**config.mk**
```make
export PLATFORM = sky130hd
export DESIGN_NAME = load_mem_ctrl
export DESIGN_NICKNAME = d
export VERILOG_FILES = /design/src/rtl/load_mem_ctrl.sv
export SDC_FILE = /design/constraint.sdc
export NUM_CORES = 1
export LEC_CHECK = 0
export BUFFER_PORTS_ARGS = -buffer_cell sky130_fd_sc_hd__buf_2
export CORE_UTILIZATION = 45
export DETAILED_ROUTE_END_ITERATION = 8
export HOLD_SLACK_MARGIN = 0.03
export PLACE_DENSITY_LB_ADDON = 0.12
export SETUP_SLACK_MARGIN = 0.1
export SYNTH_ARGS = -nofsm -noshare
export SYNTH_HDL_FRONTEND = slang
export SYNTH_SLANG_ARGS = --single-unit
```
**constraint.sdc**
```tcl
create_clock -name i_clk -period 2.7 [get_ports i_clk]
set_input_delay 0.135 -clock i_clk [delete_from_list [all_inputs] [get_ports i_clk]]
set_output_delay 0.135 -clock i_clk [all_outputs]
set_load 0.005 [all_outputs]
```
**src/rtl/load_mem_ctrl.sv**
```systemverilog
// load_mem_ctrl
//    Load path controller between the MEM pipeline stage and a data memory.
//    It accepts a load request in IDLE and checks the alignment and size of
//    the request. For a legal request it issues a single word-aligned read
//    strobe, then waits (bounded by TIMEOUT cycles) for the read data. It
//    then extracts and extends the addressed byte, half or word, and reports
//    completion with a one-cycle o_valid pulse. Misaligned or reserved-size
//    requests, and reads that time out, complete with o_error and an
//    all-ones result.
//
// Ports
//    i_clk, i_reset    clock, asynchronous active-high reset
//    i_req             load request (sampled in IDLE only)
//    i_addr            byte address
//    i_size            00 word, 01 byte, 10 half, 11 reserved
//    i_unsigned        zero-extend byte/half results
//    o_mem_rd_en       memory read strobe (one cycle, REQ state)
//    o_mem_addr        word-aligned memory address (held between loads)
//    i_mem_rdata       memory read word, little-endian lanes
//    i_mem_rvalid      i_mem_rdata valid this cycle
//    o_dato            extended load result, held until next completion
//    o_valid           one-cycle completion pulse
//    o_error           error flag, pulses together with o_valid
//    o_stall           pipeline stall request
module load_mem_ctrl #(
   parameter int NBITS   = 32,
   parameter int TNBITS  = 2,
   parameter int TIMEOUT = 16
) (
   input  logic              i_clk,
   input  logic              i_reset,
   input  logic              i_req,
   input  logic [NBITS-1:0]  i_addr,
   input  logic [TNBITS-1:0] i_size,
   input  logic              i_unsigned,
   output logic              o_mem_rd_en,
   output logic [NBITS-1:0]  o_mem_addr,
   input  logic [NBITS-1:0]  i_mem_rdata,
   input  logic              i_mem_rvalid,
   output logic [NBITS-1:0]  o_dato,
   output logic              o_valid,
   output logic              o_error,
   output logic              o_stall
);

   localparam int NLANES  = NBITS / 8;
   localparam int NHALVES = NBITS / 16;
   localparam int CW      = (TIMEOUT > 1) ? $clog2(TIMEOUT) : 1;
   localparam logic [CW-1:0]     CNT_LAST = CW'(TIMEOUT - 1);
   localparam logic [TNBITS-1:0] SZ_WORD  = TNBITS'(0);
   localparam logic [TNBITS-1:0] SZ_BYTE  = TNBITS'(1);
   localparam logic [TNBITS-1:0] SZ_HALF  = TNBITS'(2);

   typedef enum logic [1:0] {IDLE, REQ, WAIT, DONE} state_t;

   state_t            state_reg;
   logic [CW-1:0]     cnt_reg;
   logic [1:0]        lane_reg;
   logic [TNBITS-1:0] size_reg;
   logic              unsigned_reg;
   logic              rd_en_reg;
   logic              valid_reg;
   logic              error_reg;
   logic [NBITS-1:0]  mem_addr_reg;
   logic [NBITS-1:0]  dato_reg;

   logic              legal;
   logic [7:0]        sel_byte;
   logic [15:0]       sel_half;
   logic [NBITS-1:0]  load_data;

   // Byte and halfword views of the returned memory word.
   logic [7:0]  byte_lane [NLANES];
   logic [15:0] half_lane [NHALVES];

   genvar gi;
   generate
      for (gi = 0; gi < NLANES; gi++) begin : g_byte_lane
         assign byte_lane[gi] = i_mem_rdata[8*gi +: 8];
      end
      for (gi = 0; gi < NHALVES; gi++) begin : g_half_lane
         assign half_lane[gi] = i_mem_rdata[16*gi +: 16];
      end
   endgenerate

   // Alignment/size legality of the incoming request.
   always_comb begin
      legal = 1'b0;
      case (i_size)
         SZ_WORD: legal = (i_addr[1:0] == 2'b00);
         SZ_BYTE: legal = 1'b1;
         SZ_HALF: legal = ~i_addr[0];
         default: legal = 1'b0;
      endcase
   end

   // Lane select and extension use the request parameters latched in IDLE,
   // so the MEM stage is free to change its inputs while the load is in flight.
   always_comb begin
      sel_byte  = byte_lane[lane_reg];
      sel_half  = half_lane[lane_reg[1]];
      load_data = i_mem_rdata;
      case (size_reg)
         SZ_BYTE: load_data = {{(NBITS-8){sel_byte[7] & ~unsigned_reg}}, sel_byte};
         SZ_HALF: load_data = {{(NBITS-16){sel_half[15] & ~unsigned_reg}}, sel_half};
         default: load_data = i_mem_rdata;
      endcase
   end

   always_ff @(posedge i_clk or posedge i_reset) begin
      if (i_reset) begin
         state_reg    <= IDLE;
         cnt_reg      <= '0;
         lane_reg     <= 2'b00;
         size_reg     <= '0;
         unsigned_reg <= 1'b0;
         rd_en_reg    <= 1'b0;
         valid_reg    <= 1'b0;
         error_reg    <= 1'b0;
         mem_addr_reg <= '0;
         dato_reg     <= '0;
      end else begin
         // Strobes are single-cycle by default; each transition sets them.
         rd_en_reg <= 1'b0;
         valid_reg <= 1'b0;
         error_reg <= 1'b0;
         case (state_reg)
            IDLE: begin
               if (i_req) begin
                  if (legal) begin
                     lane_reg     <= i_addr[1:0];
                     size_reg     <= i_size;
                     unsigned_reg <= i_unsigned;
                     mem_addr_reg <= {i_addr[NBITS-1:2], 2'b00};
                     rd_en_reg    <= 1'b1;
                     state_reg    <= REQ;
                  end else begin
                     // Illegal access never touches memory.
                     dato_reg  <= '1;
                     valid_reg <= 1'b1;
                     error_reg <= 1'b1;
                     state_reg <= DONE;
                  end
               end
            end
            REQ: begin
               // Any rvalid seen here belongs to nothing we issued; ignore it.
               cnt_reg   <= '0;
               state_reg <= WAIT;
            end
            WAIT: begin
               if (i_mem_rvalid) begin
                  dato_reg  <= load_data;
                  valid_reg <= 1'b1;
                  state_reg <= DONE;
               end else if (cnt_reg == CNT_LAST) begin
                  // TIMEOUT WAIT cycles without data: give up.
                  dato_reg  <= '1;
                  valid_reg <= 1'b1;
                  error_reg <= 1'b1;
                  state_reg <= DONE;
               end else begin
                  cnt_reg <= cnt_reg + CW'(1);
               end
            end
            DONE: begin
               state_reg <= IDLE;
            end
            default: state_reg <= IDLE;
         endcase
      end
   end

   assign o_mem_rd_en = rd_en_reg;
   assign o_mem_addr  = mem_addr_reg;
   assign o_dato      = dato_reg;
   assign o_valid     = valid_reg;
   assign o_error     = error_reg;

   // The IDLE term is combinational so the pipeline stalls in the same cycle
   // the request is accepted; it is masked while reset is asserted.
   assign o_stall = (state_reg == REQ) || (state_reg == WAIT) ||
                    ((state_reg == IDLE) && i_req && legal && !i_reset);

endmodule

```
==> results of run 1 <==
==> cells in the mapped netlist, types with 3 or more instances <==
| cell type | n |
|---|---|
| a41o_1 | 3 |
| buf_4 | 5 |
| a2bb2oi_1 | 21 |
| mux2i_1 | 5 |
| nor2b_1 | 5 |
| buf_2 | 9 |
| a211oi_1 | 7 |
| a21oi_1 | 4 |
| clkbuf_1 | 3 |
| inv_1 | 16 |
| a211o_1 | 7 |
| dfrtp_1 | 76 |
| a22oi_1 | 5 |
| o21ai_0 | 10 |
| nand2_1 | 25 |
| nand2b_1 | 3 |
| ha_1 | 7 |
| nand3_1 | 6 |
| o2111ai_1 | 8 |
| nor2_1 | 4 |
| o221a_2 | 8 |
| mux2_2 | 46 |
==> path summary, 6_finish.rpt <==
path | from | endpoint | slack [ns] | cells past startpoint
hold reg to reg | o_dato[5] | o_dato[5] | 0.51 | 1
max in group asynchronous | i_reset | o_dato[15] | 1.52 | 4
setup reg to reg | lane_reg[1] | o_dato[24] | 0.55 | 4
hold / removal | i_mem_rdata[26] | o_dato[26] | 0.04 | 3
min in group asynchronous | i_reset | o_mem_addr[11] | 0.40 | 3
setup / recovery | lane_reg[1] | o_dato[24] | 0.55 | 4
==> area by class of cell <==
class | instances | area (sq um) | share of cell area, %
Tap cell | 105 | 131 | 2.59
Sequential cell | 76 | 1900 | 37.4
Multi-Input combinational cell | 200 | 1700 | 33.5
Timing Repair Buffer | 177 | 1080 | 21.3
Clock inverter | 7 | 76.3 | 1.50
Clock buffer | 9 | 124 | 2.44
Inverter | 16 | 60.1 | 1.18
==> power groups by stage <==
stage | clock network (mW) | logic, mW | registers [mW]
finish | 0.884 | 2.49 | 1.94
global route | 0.950 | 2.75 | 2.00
CTS | 0.903 | 2.50 | 1.94
detailed placement | 0 | 2.46 | 1.95
global placement | 0 | 2.40 | 1.93
floorplan | 0 | 1.67 | 1.91
==> routing by layer <==
| metal | up-vias | wire (microns) | GRT usage, % |
|---|---|---|---|
| met5 | - | 0 | 0 |
| met4 | 0 | 113 | 7.31 |
| met3 | 9 | 640 | 5.85 |
| met2 | 111 | 4720 | 38.7 |
| met1 | 1552 | 4130 | 29.0 |
| li1 | 1492 | - | - |
==> worst min-delay path: stages <==
cell       delay [ns]
buf_2            0.10
nand2_1          0.05
a2bb2oi_1        0.05
==> kinds of logic after synthesis <==
logic type / Yosys count / synth area share [%]
buf+inv: 36 / 4.77
mux: 54 / 16.5
flops: 76 / 50.4
other cells: 1 / 0.0993
compound gates: 83 / 18.7
simple gates: 53 / 6.96
xor+xnor: 1 / 0.232
fa+ha+maj: 7 / 2.32
==> metrics by stage <==
stage          util (%)  power (mW)  setup WS [ns]  std cells  instance area, sq um
2_1_floorplan         -        3.58          0.604        312                  3780
3_3_place_gp       55.6        4.33          0.642        541                  4550
3_5_place_dp       55.6        4.41          0.542        541                  4550
4_1_cts            62.1        5.35          0.546        590                  5080
5_1_grt            62.1        5.70          0.397        590                  5080
6_report           62.1        5.31          0.554        590                  5080
==> repair_timing <==
action / 4_1_cts / 5_1_grt
setup endpoints to repair: 0 / 0
hold buffers: 33 / 0
hold endpoints to repair: 57 / 0
==> impl_metrics.toml, run 1 <==
[power_and_ir_drop]
p_comb_share_pct = 46.8
leakage_nw = 2.30
power.density_nw_per_um2 = 1050
ir_drop_v = 0.000568
switching_share_pct = 37.3
internal-power_mw = 3.33
pwr-share-seq_pct = 36.5
p_switching_mw = 1.98
pwr-share-clk_pct = 16.6

[sta]
fin_crit_ns = 2.15
skew_ns = 0.0109
post-route-period-util_pct = 79.5
maxSlewViolCount = 0
whs_ns = 0.0396
finalSetupTns_ns = 0
rsz0062_at_grt = "no"
tightestPinTransition_ns = 0.616
setup_viol = 0
fmax_ghz = 0.466
maxSlewHeadroom_pct = 58.9
hold_viol = 0

[synth]
ys_warn_count = 0
synth_seq_cells = 76
syn_area_per_cell_sq_um = 12.1
synthCells = 311
synth_flop_cell = "dfrtp_1"
synth_cell_types = 47
yosysTopAreaCellShare_pct = 50.4
ys_top_cells_by_area = "dfrtp_1, mux2_2, a2bb2oi_1"
ys_async_sr_fraction_pct = 100
post-synth-top-area-cell = "dfrtp_1"
seq_area_frac_synth_pct = 50.4
syn_area_sq_um = 3780
synth_edf_count = 0

[worst_setup_path]
cp_data_arrival_time_ns = 2.37
path_cells = "mux4_1 > a22oi_1 > o221a_4 > a2bb2oi_1"
cp_slowest_stage_delay_ns = 0.74
crit_family = "flip-flops"
worstPathMaxFanout = 16
criticalPathCategory = "flip-flop to flip-flop"
required_ns = 2.92
cp-end-kind = "flip-flop"
critPathLaunchType = "flip-flop"
cp.buffers_inverters = 0
crit_slowest_cell = "dfrtp_1"

[clock_tree]
cts.repair.resized = 0
clk_pin_slew_ns = 0.08
cts_buffer_depth = 2
tritoncts = "done"
htree_levels = 3
post-cts-setup-buffers = 0
root_buffer = "clkbuf_8"
cts_sinks = 76
numCtsBuffers = 9
clk_latency_ns = 0.35

[grt]
grt_pass1_vias = 3279
antenna_found_initial = 0
grt_pass1_wl_microns = 15600
grt_max_degree = 33
overflow = 0
track_usage_pct = 23.0

[layout]
n_fill_cell = 684
area_growth_syn_to_layout_pct = 34.5
final_cell_mix = "buf_2, dfrtp_1, mux2_2, dlygate4sd3_1, nand2_1"
nets = 558
largest_reg_flops = 32
antenna_cells = 0
drive_above_1_share_pct = 46.2
layout_commonest_cell = "buf_2"

[floorplanning]
fp-row-count = 33
fp.dieW_microns = 93.6
dieArea_sq_um = 8760
die-height_microns = 93.6
fp.coreArea_sq_um = 8180
initial_core_util_pct = 46.2
num_io_pins = 139

[job]
cap_viol_max_count = 0

[route]
vias = 3164
drt_wl_total_microns = 9610
routed_via_density = 5.36
drc = 0
dr.pass1.iters = 4
drt_iter0_drc = 112
wl_per_cell_microns = 16.3
ant_nets = 0

[placed_design]
routabilityCongestion = 0.847
port-buffer-count = 136
dp_hpwl_microns = 6820

[worst_hold_path]
hp-class = "primary input to flip-flop"

[run_status]
status = "finished, final reports clean"
(Power assumes the default switching activity.)
==> run 2, diff against run 1 <==
==> constraint.sdc (replaced) <==
create_clock -name i_clk -period 2.15 [get_ports i_clk]
set_input_delay 0.1075 -clock i_clk [delete_from_list [all_inputs] [get_ports i_clk]]
set_output_delay 0.1075 -clock i_clk [all_outputs]
set_load 0.005 [all_outputs]
==> run 2 against run 1 <==
Net effect: clock skew fell by 0.0025 ns; setup slack lost 0.36 ns; maximum frequency increased by 9.4%; flip-flop and latch count stayed put; wire length up 6.6%; core utilization increased by 3.7 points; largest cell class unchanged; highest routed layer unchanged.
==> impl_metrics.toml, run 2 (same netlist as run 1, synthesis figures left out) <==
[layout]
largest_reg_flops = 32
n_fill_cell = 648
nets = 582
area_growth_syn_to_layout_pct = 42.6
antenna_cells = 0
final_cell_mix = "buf_2, dfrtp_1, dlygate4sd3_1, mux2_2, nand2_1"
seq_area_sq_um = 1900
multiInputGateArea_sq_um = 1730
layout_commonest_cell = "buf_2"
final_cells = 613
drive_above_1_share_pct = 45.7

[clock_tree]
clk_latency_ns = 0.35
post-cts-setup-buffers = 0
cts_buffer_depth = 2
htree_levels = 3
tritoncts = "done"
clk_pin_slew_ns = 0.08
root_buffer = "clkbuf_8"
numCtsBuffers = 9
cts_sinks = 76

[worst_setup_path]
cp-end-kind = "flip-flop"
critPathLaunchType = "flip-flop"
required_ns = 2.38
worstPathMaxFanout = 16
criticalPathCategory = "flip-flop to flip-flop"
rrSetupSlack_ns = 0.19
cp_data_arrival_time_ns = 2.19

[floorplanning]
fp-row-count = 33
fp.coreArea_sq_um = 8180
initial_core_util_pct = 46.2
num_io_pins = 139
fp.dieW_microns = 93.6
dieArea_sq_um = 8760
die-height_microns = 93.6

[route]
routed_via_density = 5.33
wl_per_cell_microns = 16.7
drc = 0
drt_wl_total_microns = 10200
vias = 3269
ant_nets = 0
dr.pass1.iters = 4
drt_iter0_drc = 136

[sta]
fmax_ghz = 0.510
rsz0062_at_grt = "yes"
fin_crit_ns = 1.96
post-route-period-util_pct = 91.2
skew_ns = 0.00840
whs_ns = 0.0451
hold_viol = 0
maxSlewViolCount = 0
finalSetupTns_ns = 0
setup_viol = 0

[grt]
grt_max_degree = 77
grt_pass1_wl_microns = 16500
grt_pass1_vias = 3386
overflow = 0
antenna_found_initial = 0
track_usage_pct = 24.5

[run_status]
status = "finished, final reports clean"

[placed_design]
routabilityCongestion = 0.820
dp_hpwl_microns = 6500
dp.cells = 545
port-buffer-count = 136

[power_and_ir_drop]
power.density_nw_per_um2 = 1300
ir_drop_v = 0.000664
leakage_nw = 2.42

[job]
cap_viol_max_count = 0

[worst_hold_path]
hp-class = "primary input to flip-flop"
-- run 2: cell count changes in the layout (fill, tap and decap cells not counted), moves of 2 or more --
cell | before | now
dlygate4sd3_1 | 33 | 51
buf_12 | 1 | 3
clkbuf_16 | 0 | 2
clkinv_4 | 2 | 0
-- run 2: worst max-delay path, stage by stage, from the launching register on --
cell and delay, ns:
dfrtp_1 0.59, mux4_1 0.61, a22oi_1 0.18, o221a_4 0.35
a2bb2oi_1 0.11
-- run 2: routing by layer --
metal | GRT usage (%) | wire length [microns]
met2 | 39.3 | 4850
met5 | 0 | 0
met1 | 31.6 | 4520
met3 | 6.34 | 643
met4 | 10.0 | 225
-- run 2: power breakdown --
group          leakage, nW  switching (mW)  internal (mW)
Clock               0.0914           0.550          0.561
Combinational         1.49            1.64           1.83
Sequential           0.844           0.396           2.03
-- run 2: what timing repair did --
| item | in CTS | in global routing |
|---|---|---|
| resized for setup | 0 | 8 |
| hold buffers | 51 | 0 |
| endpoints found under the setup margin | 0 | 32 |
| endpoints found under the hold margin | 126 | 0 |
-- run 2: layout make-up --
cell class | instances | area share (%)
flip-flops and latches | 76 | 35.3
multi-input cells | 200 | 32.0
repair buffers | 201 | 25.5
clock buffers | 11 | 2.62
well taps | 105 | 2.44
inverters | 16 | 1.18
clock inverters | 4 | 0.929
-- run 2: final timing paths --
| check | start | depth (start not counted) | end |
|---|---|---|---|
| min in group asynchronous | i_reset | 4 | state_reg[0] |
| max | lane_reg[1] | 4 | o_dato[20] |
| max reg2reg | lane_reg[1] | 4 | o_dato[20] |
| min | i_mem_rdata[14] | 2 | o_dato[14] |
| min reg2reg | o_mem_addr[15] | 1 | o_mem_addr[15] |
| max in group asynchronous | i_reset | 4 | o_dato[7] |
-- run 2: per-stage QoR --
step | power (mW) | worst slack [ns] | utilization (%) | cell area, sq um
6_report | 7.00 | 0.189 | 65.9 | 5390
5_1_grt | 7.51 | 0.0953 | 65.9 | 5390
4_1_cts | 6.85 | 0.154 | 65.0 | 5310
3_5_place_dp | 5.66 | 0.170 | 56.4 | 4610
3_3_place_gp | 5.58 | 0.194 | 56.4 | 4610
2_1_floorplan | 4.49 | 0.250 | - | 3780
==> run 3, diff against run 2 <==
--- a/config.mk
+++ b/config.mk
@@ -6,7 +6,10 @@
 export NUM_CORES = 1
 export LEC_CHECK = 0
 export BUFFER_PORTS_ARGS = -buffer_cell sky130_fd_sc_hd__buf_2
-export CORE_UTILIZATION = 45
+export CAP_MARGIN = 10
+export CELL_PAD_IN_SITES_DETAIL_PLACEMENT = 0
+export CELL_PAD_IN_SITES_GLOBAL_PLACEMENT = 1
+export CORE_UTILIZATION = 38
 export DETAILED_ROUTE_END_ITERATION = 8
 export HOLD_SLACK_MARGIN = 0.03
 export PLACE_DENSITY_LB_ADDON = 0.12
==> run 3 against run 2 <==
Net effect: maximum frequency grew 1.5%; final cell count grew 5.2%; via count shrank 1.0%; sequential share of layout area shrank 0.26 points; first-iteration DRC count shrank 38%; total power shrank 1.5%; combinational power is essentially flat; setup slack gained 0.029 ns; largest cell class unchanged.
==> impl_metrics.toml, run 3 (same netlist as run 1, synthesis figures left out) <==
[sta]
setup_slack_ns = 0.218
finalSetupTns_ns = 0
fin_crit_ns = 1.93
rsz0062_at_grt = "yes"
skew_ns = 0.0137
setup_viol = 0
maxSlewViolCount = 0
tightestPinTransition_ns = 0.554
hold_viol = 0
post-route-period-util_pct = 89.9
maxSlewHeadroom_pct = 63.0
fmax_ghz = 0.518

[run_status]
status = "finished, final reports clean"

[layout]
layout_commonest_cell = "buf_2"
n_fill_cell = 835
nets = 585
antenna_cells = 0
largest_reg_flops = 32
area_growth_syn_to_layout_pct = 43.8
final_cell_mix = "buf_2, dfrtp_1, dlygate4sd3_1, mux2_2, nand2_1"
drive_above_1_share_pct = 46.5
final_util_pct = 56.1

[floorplanning]
fp-row-count = 36
dieArea_sq_um = 10300
num_io_pins = 139
fp.coreArea_sq_um = 9680
initial_core_util_pct = 39.0
fp.dieW_microns = 102
die-height_microns = 102

[route]
drc = 0
wl_per_cell_microns = 15.8
drt_iter0_drc = 84
dr.pass1.iters = 4
routed_via_density = 5.02
drt_wl_total_microns = 10200
vias = 3236
ant_nets = 0

[power_and_ir_drop]
power.density_nw_per_um2 = 1270
leakage_nw = 2.43
ir_drop_v = 0.000575

[worst_setup_path]
path_cells = "mux4_1 > a22oi_2 > o221a_4 > a2bb2oi_1"
crit_slowest_cell = "mux4_1"
criticalPathCategory = "flip-flop to flip-flop"
cp_slowest_stage_delay_ns = 0.62
required_ns = 2.39
r2r_cells = 4
cp.buffers_inverters = 0
worstPathMaxFanout = 11
cp-end-kind = "flip-flop"
cp.depth = 4
critPathLaunchType = "flip-flop"
cp_data_arrival_time_ns = 2.18
crit_family = "compound AO/OA/AOI/OAI gates"

[clock_tree]
tritoncts = "done"
clk_pin_slew_ns = 0.09
htree_levels = 3
numCtsBuffers = 9
root_buffer = "clkbuf_8"
cts_sinks = 76
cts_buffer_depth = 2
clk_latency_ns = 0.36

[worst_hold_path]
whs_path_depth = 2
hp-class = "primary input to flip-flop"

[grt]
antenna_found_initial = 0
grt_pass1_wl_microns = 15900
grt_max_degree = 30
track_usage_pct = 20.0
grt_pass1_vias = 3199
overflow = 0

[placed_design]
post-place-ws_ns = 0.0911
routabilityCongestion = 0.788
dp_hpwl_microns = 6930
port-buffer-count = 136

[job]
cap_viol_max_count = 0
## run 3: worst register-to-register path: stages (launching register included)
cell	delay (ns)
dfrtp_2	0.53
mux4_1	0.63
a22oi_2	0.25
o221a_4	0.32
a2bb2oi_1	0.10
## run 3: repair_timing
item	4_1_cts	5_1_grt
gates resized for setup	1	8
hold endpoints to repair	70	2
buffers inserted	0	1
pin swaps	0	3
gates cloned	0	2
hold buffers	49	2
setup endpoints to repair	1	32
## run 3: where the power goes
part / internal [mW] / switching (mW) / leakage (nW)
Clock: 0.459 / 0.573 / 0.0928
Sequential: 2.03 / 0.398 / 0.843
Combinational: 1.78 / 1.65 / 1.50
## run 3: path summary, 6_finish.rpt
check | from | end | slack, ns
min in group asynchronous | i_reset | o_mem_addr[23] | 0.35
worst max register to register | lane_reg[1] | o_dato[18] | 0.22
worst min register to register | o_mem_addr[16] | o_mem_addr[16] | 0.51
worst max-delay path | lane_reg[1] | o_dato[18] | 0.22
max in group asynchronous | i_reset | cnt_reg[0] | 1.05
worst min-delay path | i_mem_rdata[10] | o_dato[10] | 0.04
## run 3: layout make-up
type,instances,area [sq um],area share [%]
Tap cell,133,166,3.06
Sequential cell,76,1900,35.0
Multi-Input combinational cell,201,1760,32.4
Clock inverter,6,47.5,0.876
Clock buffer,10,138,2.53
Timing Repair Buffer,203,1350,24.9
Inverter,16,63.8,1.18
## run 3: per-layer routing
metal / part of all wire (%) / vias up / global-route usage [%]
met5: 0 / - / 0
met3: 6.4 / 12 / 5.66
met1: 46 / 1559 / 27.8
li1: - / 1552 / -
met2: 46 / 113 / 30.4
met4: 1.2 / 0 / 5.91
## run 3: stage by stage
stage	power [mW]	hold WS, ns	area (sq um)	instances
after global placement	5.61	0.183	4650	575
after global routing	7.42	0.0387	5430	645
after detailed placement	5.67	0.183	4650	575
final	6.90	0.0426	5430	645
after CTS	6.79	0.0326	5320	640
after floorplan	4.49	0.237	3780	312
